File: config.mk
export PLATFORM = sky130hd
export DESIGN_NAME = piano_poly_tone
export DESIGN_NICKNAME = d
export VERILOG_FILES = /design/src/rtl/piano_poly_tone.sv
export SDC_FILE = /design/constraint.sdc
export NUM_CORES = 1
export LEC_CHECK = 0
export CAP_MARGIN = 15
export CORE_MARGIN = 5
export CORE_UTILIZATION = 61
export DETAILED_ROUTE_END_ITERATION = 6
export PLACE_DENSITY = 0.86
export SKIP_CTS_REPAIR_TIMING = 1
export SLEW_MARGIN = 40
export SYNTH_ARGS = -nofsm -noshare
export SYNTH_HDL_FRONTEND = slang
export SYNTH_SLANG_ARGS = --single-unit
File: constraint.sdc
create_clock -name CLK -period 3.4 [get_ports CLK]
set_input_delay 1.02 -clock CLK [delete_from_list [all_inputs] [get_ports CLK]]
set_output_delay 1.02 -clock CLK [all_outputs]
set_load 0.01 [all_outputs]
File: src/rtl/piano_poly_tone.sv
// Polyphonic-input square-wave tone generator: NUM_KEYS synchronised and debounced keys,
// lowest-index pressed key sounds at its table half period, shifted down by the octave input.
module piano_poly_tone #(
  parameter int NUM_KEYS  = 8,
  parameter int IDX_W     = 3,
  parameter int TICK_DIV  = 2500,
  parameter int DEB_TICKS = 200,
  parameter int HP_W      = 10,
  parameter logic [NUM_KEYS*HP_W-1:0] HALF_TABLE =
    {10'd38, 10'd40, 10'd45, 10'd51, 10'd57, 10'd60, 10'd68, 10'd76}
) (
  input  logic                CLK,
  input  logic                RST,
  input  logic [NUM_KEYS-1:0] KEY_N,
  input  logic [1:0]          OCT,
  input  logic                MUTE,
  output logic                Speaker,
  output logic [NUM_KEYS-1:0] LED,
  output logic                NOTE_ON,
  output logic [IDX_W-1:0]    NOTE_IDX
);

  localparam int TW = (TICK_DIV > 1) ? $clog2(TICK_DIV) : 1;
  localparam int DW = (DEB_TICKS > 1) ? $clog2(DEB_TICKS) : 1;
  localparam logic [TW-1:0] TICK_LAST = TW'(TICK_DIV - 1);
  localparam logic [DW-1:0] DEB_LAST  = DW'(DEB_TICKS - 1);

  typedef enum logic {IDLE, PLAY} state_t;

  logic [TW-1:0]       tick_cnt;
  logic                tick;
  logic [NUM_KEYS-1:0] key_meta;
  logic [NUM_KEYS-1:0] key_sync;
  logic [NUM_KEYS-1:0] stable;
  logic [DW-1:0]       deb_cnt [NUM_KEYS];
  logic [IDX_W-1:0]    win;
  logic [HP_W-1:0]     win_hp;
  logic [HP_W-1:0]     hp_shift;
  logic [HP_W-1:0]     hp_eff;
  logic                any_key;
  state_t              state, state_n;
  logic [IDX_W-1:0]    idx, idx_n;
  logic [HP_W-1:0]     hp, hp_n;
  logic [HP_W-1:0]     phase, phase_n;
  logic                tone, tone_n;

  assign tick = (tick_cnt == TICK_LAST);

  always_ff @(posedge CLK or negedge RST) begin
    if (!RST) tick_cnt <= '0;
    else if (tick) tick_cnt <= '0;
    else tick_cnt <= tick_cnt + 1'b1;
  end

  // Synchroniser resets to "released" so no phantom press is seen after reset.
  always_ff @(posedge CLK or negedge RST) begin
    if (!RST) begin
      key_meta <= '1;
      key_sync <= '1;
    end else begin
      key_meta <= KEY_N;
      key_sync <= key_meta;
    end
  end

  always_ff @(posedge CLK or negedge RST) begin
    if (!RST) begin
      stable <= '1;
      for (int k = 0; k < NUM_KEYS; k++) deb_cnt[k] <= '0;
    end else if (tick) begin
      for (int k = 0; k < NUM_KEYS; k++) begin
        if (key_sync[k] == stable[k]) begin
          deb_cnt[k] <= '0;
        end else if (deb_cnt[k] == DEB_LAST) begin
          stable[k]  <= key_sync[k];
          deb_cnt[k] <= '0;
        end else begin
          deb_cnt[k] <= deb_cnt[k] + 1'b1;
        end
      end
    end
  end

  assign LED = ~stable;

  // Descending scan so the lowest enabled pressed key wins; a zero table entry disables a key.
  always_comb begin
    win     = '0;
    win_hp  = '0;
    any_key = 1'b0;
    for (int k = NUM_KEYS - 1; k >= 0; k--) begin
      if (LED[k] && (HALF_TABLE[k*HP_W +: HP_W] != '0)) begin
        win     = IDX_W'(k);
        win_hp  = HALF_TABLE[k*HP_W +: HP_W];
        any_key = 1'b1;
      end
    end
  end

  assign hp_shift = win_hp >> OCT;
  assign hp_eff   = (hp_shift == '0) ? HP_W'(1) : hp_shift;

  always_comb begin
    state_n = state;
    idx_n   = idx;
    hp_n    = hp;
    phase_n = phase;
    tone_n  = tone;
    if (tick) begin
      case (state)
        IDLE: begin
          tone_n = 1'b0;
          if (any_key) begin
            state_n = PLAY;
            idx_n   = win;
            hp_n    = hp_eff;
            phase_n = '0;
            tone_n  = 1'b1;
          end
        end
        PLAY: begin
          if (!any_key) begin
            state_n = IDLE;
            tone_n  = 1'b0;
          end else if ((win != idx) || (hp_eff != hp)) begin
            idx_n   = win;
            hp_n    = hp_eff;
            phase_n = '0;
            tone_n  = 1'b1;
          end else if (phase == hp - HP_W'(1)) begin
            phase_n = '0;
            tone_n  = ~tone;
          end else begin
            phase_n = phase + 1'b1;
          end
        end
        default: state_n = IDLE;
      endcase
    end
  end

  always_ff @(posedge CLK or negedge RST) begin
    if (!RST) begin
      state   <= IDLE;
      idx     <= '0;
      hp      <= '0;
      phase   <= '0;
      tone    <= 1'b0;
      Speaker <= 1'b0;
    end else begin
      state   <= state_n;
      idx     <= idx_n;
      hp      <= hp_n;
      phase   <= phase_n;
      tone    <= tone_n;
      Speaker <= tone & ~MUTE;
    end
  end

  assign NOTE_ON  = (state == PLAY);
  assign NOTE_IDX = idx;

endmodule
==> metrics.md, run 1 <==
| Metric | Value |
|---|---|
| Final ANT Viol Nets | 0 |
| Largest area contributor in the netlist | dfrtp_1 |
| Crit start category | primary input |
| GRT Total Usage | between 20% and 30% |
| Via/cell ratio | 6.24 |
| Root Driver | clkbuf_8 |
| Syn nets | a little under 800 |
| Slew margin rel. | 50.5% |
| Final setup fails | 0 |
| Drc violations | 0 |
| Longest Clk Path Bufs | 2 |
| Share of Yosys cell area claimed by the top area cell type | 36.5% |
| Hold slack | roughly 0.35 ns |
| Largest net degree at the start of global routing | 70 |
| WL per Instance | 17.3 um |
| PortBufs | 25 |
| Reg clk slew, reported paths | 0.06 ns |
| Synth Register Bits | 123 |
| WL final | 16.3 mm |
| Antenna diode count | 0 |
| RSZ-0062 raised after global routing | false |
| CTS tree | built |
| Synth Instances | 748 |
| Core area | 0.0109 mm2 |
| Number of enable flip-flop cells after synthesis | 0 |
| Slew @ Worst Pin | 0.732 ns |
| Initial antenna violation count | 0 |
| HP Class | flop to flop |
| Clock skew | slightly below 0.01 ns |
| Post-synthesis sequential area ratio | 45.7% |
| Worst Path Max Fanout | 10 |
| Hold wc startpoint | key_meta[0] |
| Overall power | 3.37 mW |
| Die width | 116 um |
| Arrival time at the worst endpoint | around 3.6 ns |
| Synth top area cells | dfrtp_1 (36%), dfstp_2 (9.3%), o21ai_0 (6.4%), nand2_1 (6.1%), nand3_1 (3.5%) |
| Period minus WS final | 3.19 ns |
| CTS buffer count | 17 |
| Post-synthesis async set-or-reset flop share | 100% |
| Pins Over Slew Limit | 0 |
| Flop2flop setup slack | 0.46 ns |
| DR iter-0 viols | 519 |
| DPL Wire Length | between 10 and 15 mm |
| Worst path required time | approximately 3.8 ns |
| Status | finished, final reports clean |
| Power density over cell area | 428 mW/mm2 |
| CTS Sinks | 123 |
| Num rows | 38 |
| First-pass GRT wire length | ~28 mm |
| Max Fclk | ~0.31 GHz |
| Syn avg cell area | 9.08 um2 |
| Crit Path Class | primary input to flop |
| Syn Std Cell Area | between 0.006 and 0.007 mm2 |
| Pre-CTS setup slack | -0.330 ns |
| Synth cell types | 64 |
| Most common flop cell mapped by yosys | dfrtp_1 |
| Area Growth Syn to Fin | 15.9% |
| Reg2Reg Launch Point | stable[4] |
| Die Ht | 116 um |
| Fin. Hold Viols | 0 |
| Leak | 3.36 nW |
| CTS H-tree lvls | 4 |
| Reg-to-reg endpoint | tone |
| Worst setup startpoint | OCT[0] |
| Final WS setup | 0.207 ns |
| Final GP Congestion | around 0.97 |
| Insertion delay to the later sink of the worst-skew pair | 0.53 ns |
| Worst vdd ir | 0.000434 V |
| Final period utilization | 93.9% |
| # nets final | between 800 and 900 |
| Layout cells sized above 1 | 13.3% |
| Worst hold path endpoint | key_sync[0] |
| Reg2reg path depth | 7 |
| TritonRoute pass-1 iters | 5 |
| Via count | between 5000 and 6000 |
| Post-Place Cell Area | 0.00731 mm2 |
| Die area | 0.0134 mm2 |
| Yosys warnings | 0 |
| CP Capture Type | flop |
| Hold Crit Depth | 0 |
| Vias in the first global route | ~5800 |
| Maxcap violations | 0 |
| Grt total ovfl | 0 |
| Initial Util | 62.4% |
| Num ports | 26 |
| Setup TNS | 0 ns |
| Design area | a little under 0.008 mm2 |
-- power breakdown --
group	internal [mW]	switching [mW]	total, mW
clock	1.04	0.677	1.72
combinational	0.0607	0.0865	0.147
sequential	1.49	0.0160	1.50
total	2.59	0.780	3.37
-- synth_stat cells, drive strengths merged, types with 11 or more instances --
master    n
nand2   110
dfrtp    99
o21ai    88
nand3    48
nor2     37
and3     31
a21oi    30
dfstp    24
nor3     22
inv      21
xor2     21
clkbuf   20
nand4    20
xnor2    17
nand2b   15
buf      11
ha       11
mux2     11
-- logic make-up (layout without fill, tap and decap cells) --
kind of cell	count (synthesis)	after routing	share of synthesized area (%)
AND/OR/NAND/NOR	335	335	25.0
multiplexers	20	20	3.59
flip-flops	123	123	45.7
AO/OA/AOI/OAI	169	169	15.5
adder cells (fa/ha/maj)	11	11	2.03
XOR/XNOR	38	38	4.90
buffers and inverters	52	106	3.30
-- through the flow --
step           std cells  utilization (%)
3_5_place_dp         910             67.1
6_report             942             72.3
2_1_floorplan        748                -
4_1_cts              942             72.3
5_1_grt              942             72.3
3_3_place_gp         910             67.1
-- routing by layer --
layer  part of all wire [%]  wire [um]  track usage, %  up-vias
met1                     43       7050            34.1     2843
met2                     48       7900            41.7      230
met5                      0          0               0        -
met3                    6.1        988            6.32       34
met4                    2.2        366            10.3        0
li1                       -          -               -     2773
-- worst max-delay path: stages --
cell and delay [ns]:
clkdlybuf4s50_1 0.56, and4b_1 0.23, a211o_1 0.34, nor4b_2 0.25
a211oi_2 0.13, a2111oi_4 0.37, a31o_1 0.25, buf_12 0.15
mux2_4 0.30
-- registers in the layout, indices dropped and copies added (netlist names) --
name and count:
stable 8, Speaker 1, key_sync 8, NOTE_IDX 3, key_meta 8, tone 1
tick_cnt 12, NOTE_ON 1, phase 10, deb_cnt 64, hp 7
-- final cells by class --
type | instances | area, um2
Timing Repair Buffer | 53 | 483
Clock inverter | 14 | 148
Clock buffer | 18 | 418
Fill cell | 773 | 3010
Inverter | 21 | 78.8
Tap cell | 140 | 175
Multi-Input combinational cell | 573 | 3460
Sequential cell | 123 | 3110
-- placed cells by master, fill, tap and decap left out, types with 24 or more instances in the layout --
cell and count:
dfstp_2 24, nand2_1 110, and3_1 31, a21oi_1 30, clkdlybuf4s50_1 24, buf_4 27
nor2_1 37, o21ai_0 87, nand3_1 48, dfrtp_1 99
-- worst max path at each step --
stage          slack (ns)  depth (start not counted)          end
6_report             0.21                          9        hp[4]
5_1_grt              0.03                         10  NOTE_IDX[1]
2_1_floorplan        0.08                          9  NOTE_IDX[1]
4_1_cts              0.23                          9  NOTE_IDX[1]
3_3_place_gp        -0.28                          9  NOTE_IDX[1]
3_5_place_dp        -0.33                          9  NOTE_IDX[1]
No activity file was read; power rests on OpenSTA's default activity.
==> inputs of run 2 (changes only) <==
--- a/config.mk
+++ b/config.mk
@@ -10,6 +10,7 @@
 export CORE_UTILIZATION = 61
 export DETAILED_ROUTE_END_ITERATION = 6
 export PLACE_DENSITY = 0.86
+export REMOVE_ABC_BUFFERS = 1
 export SKIP_CTS_REPAIR_TIMING = 1
 export SLEW_MARGIN = 40
 export SYNTH_ARGS = -nofsm -noshare
==> metrics.md, run 2 (synthesis gave the netlist of run 1 again) <==
| Metric | Value |
|---|---|
| Initial antenna violation count | 0 (unchanged) |
| Pins Over Slew Limit | 0 (unchanged) |
| Final period utilization | 96.8% (+2.9 points) |
| CP max stage delay | 0.54 ns (-0.02 ns) |
| # placed instances | 909 (-0.11%) |
| Arrival time at the worst endpoint | 3.70 ns (+0.10 ns) |
| Top cell family by delay on the critical path | compound AO/OA/AOI/OAI gates |
| Layout Cells excl Fill | 941 (-0.11%) |
| Met1 Resource Use GR | 34.7% (+0.57 points) |
| CTS tree | built |
| GRT Total Usage | 27.2% (+1.2 points) |
| Largest register by flop count | deb_cnt |
| CP bufs+invs | 2 (unchanged) |
| Initial Util | 62.4% (unchanged) |
| Final ANT Viol Nets | 0 (unchanged) |
| Final GP Congestion | 0.975 (+0.58%) |
| WL per Instance | 17.8 um (+2.8%) |
| Status | finished, final reports clean |
| Layout cells sized above 1 | 13.6% (+0.27 points) |
| Worst vdd ir | 0.000442 V (+1.8%) |
| Slew @ Worst Pin | 0.859 ns (+0.127 ns) |
| Maxcap violations | 0 (unchanged) |
| Worst path required time | 3.81 ns (about the same) |
| Num ports | 26 (unchanged) |
| PortBufs | 25 (unchanged) |
| Die area | 0.0134 mm2 (unchanged) |
| End-of-flow core utilization | 72.8% (+0.49 points) |
| CP Depth | 9 (unchanged) |
| Grt met2 use | 45.4% (+3.7 points) |
| Most common cell after layout, fill and taps aside | nand2_1 |
| Overall power | 3.51 mW (+4.1%) |
| Global route hottest layer | met2 |
| Reg2reg path depth | 8 (+1) |
| CTS buffer count | 17 (unchanged) |
| Slowest stage cell, crit path | clkdlybuf4s50_1 |
| Die Ht | 116 um (unchanged) |
| CTS Sinks | 123 (unchanged) |
| Core area | 0.0109 mm2 (unchanged) |
| Max Fclk | 0.304 GHz (-3.0%) |
| CP Capture Type | flop |
| Reg clk slew, reported paths | 0.06 ns (about the same) |
| DPL Wire Length | 11.4 mm (+2.7%) |
| Num rows | 38 (unchanged) |
| Grt total ovfl | 0 (unchanged) |
| Insertion delay to the later sink of the worst-skew pair | 0.52 ns (about the same) |
| Via/cell ratio | 6.42 (+2.8%) |
| Commonest non-fill, non-tap cells in the layout | nand2_1 (110), dfrtp_1 (99), o21ai_0 (87), nand3_1 (48), nor2_1 (37) |
| Largest net degree at the start of global routing | 49 (-30%) |
| # nets final | 812 (-0.12%) |
| HP Class | flop to flop |
| Drc violations | 0 (unchanged) |
| Crit start category | primary input |
| Leak | 3.38 nW (+0.61%) |
| Worst-path cell chain | clkdlybuf4s50_1, and4b_1, a211o_1, nor4b_2, a211oi_2, a2111oi_4, a31o_1, buf_4, mux2_4 |
| First-pass GRT wire length | 29.0 mm (+4.6%) |
| Slew margin rel. | 41.9% (-8.6 points) |
| Area Growth Syn to Fin | 16.7% |
| GR Util met3 | 6.37% (+0.052 points) |
| CTS H-tree lvls | 4 (unchanged) |
| Antenna diode count | 0 (unchanged) |
| Die width | 116 um (unchanged) |
| Largest register FFs | 64 (unchanged) |
| DR iter-0 viols | 665 (+28%) |
| Vias in the first global route | 5983 (+3.0%) |
| WL final | 16.7 mm (+2.6%) |
| Longest Clk Path Bufs | 2 (unchanged) |
| Crit Path Class | primary input to flop |
| Power density over cell area | 443 mW/mm2 (+3.4%) |
| Worst Path Max Fanout | 5 (-5) |
| Period minus WS final | 3.29 ns (+0.0995 ns) |
| Hold Crit Depth | 0 (unchanged) |
| Leading registers by flop count | deb_cnt x64, tick_cnt x12, phase x10 |
| Via count | 6039 (+2.7%) |
| Final setup fails | 0 (unchanged) |
| Root Driver | clkbuf_8 |
| TritonRoute pass-1 iters | 6 (+1) |
| Clock skew | 0.00541 ns (-0.00428 ns) |
| Fin. Hold Viols | 0 (unchanged) |
| RSZ-0062 raised after global routing | false |
run 2: cell types whose count changed in the layout (fill, tap and decap cells not counted):
cell       delta
buf_4         -1
bufinv_16     +1
clkbuf_1      -1
clkbuf_8      +3
clkinv_2      -2
clkinv_4      -3
inv_6         +2
nor4b_1       -1
nor4b_2       +1
o221ai_1      -1
o221ai_2      +1
run 2: final cells by class:
cell class / count / area (um2)
Timing Repair Buffer: 52 / 475
Sequential cell: 123 / 3110
Inverter: 21 / 78.8
Clock buffer: 20 / 455
Multi-Input combinational cell: 573 / 3480
Fill cell: 774 / 2960
Clock inverter: 12 / 159
Tap cell: 140 / 175
run 2: power by group:
part | total [mW] | switching [mW] | internal (mW)
clock network | 1.85 | 0.672 | 1.18
logic | 0.151 | 0.0876 | 0.0630
registers | 1.51 | 0.0173 | 1.49
total | 3.51 | 0.777 | 2.73
run 2: final timing paths:
kind | startpoint | end | slack [ns]
min reg2reg | key_meta[4] | key_sync[4] | 0.35
max reg2reg | stable[0] | hp[4] | 0.47
max | OCT[0] | hp[4] | 0.11
min | key_meta[4] | key_sync[4] | 0.35
max in group asynchronous | RST | key_meta[6] | 2.24
min in group asynchronous | RST | deb_cnt[51] | 0.47
run 2: per-stage QoR:
step | TNS [ns] | hold slack (ns) | cell area [um2] | worst slack (ns)
floorplan | 0 | 0.345 | 6650 | 0.0570
global route | 0 | 0.354 | 7930 | 0.00826
finish | 0 | 0.352 | 7930 | 0.108
CTS | 0 | 0.353 | 7920 | 0.145
detailed placement | -4.69 | 0.347 | 7300 | -0.403
global placement | -3.16 | 0.345 | 7300 | -0.299
run 2: routing by layer:
metal,wire length (um),part of all wire [%],vias to the layer above
met4,403,2.4,0
li1,-,-,2781
met2,8360,50,284
met5,0,0,-
met1,6780,40,2925
met3,1200,7.2,49
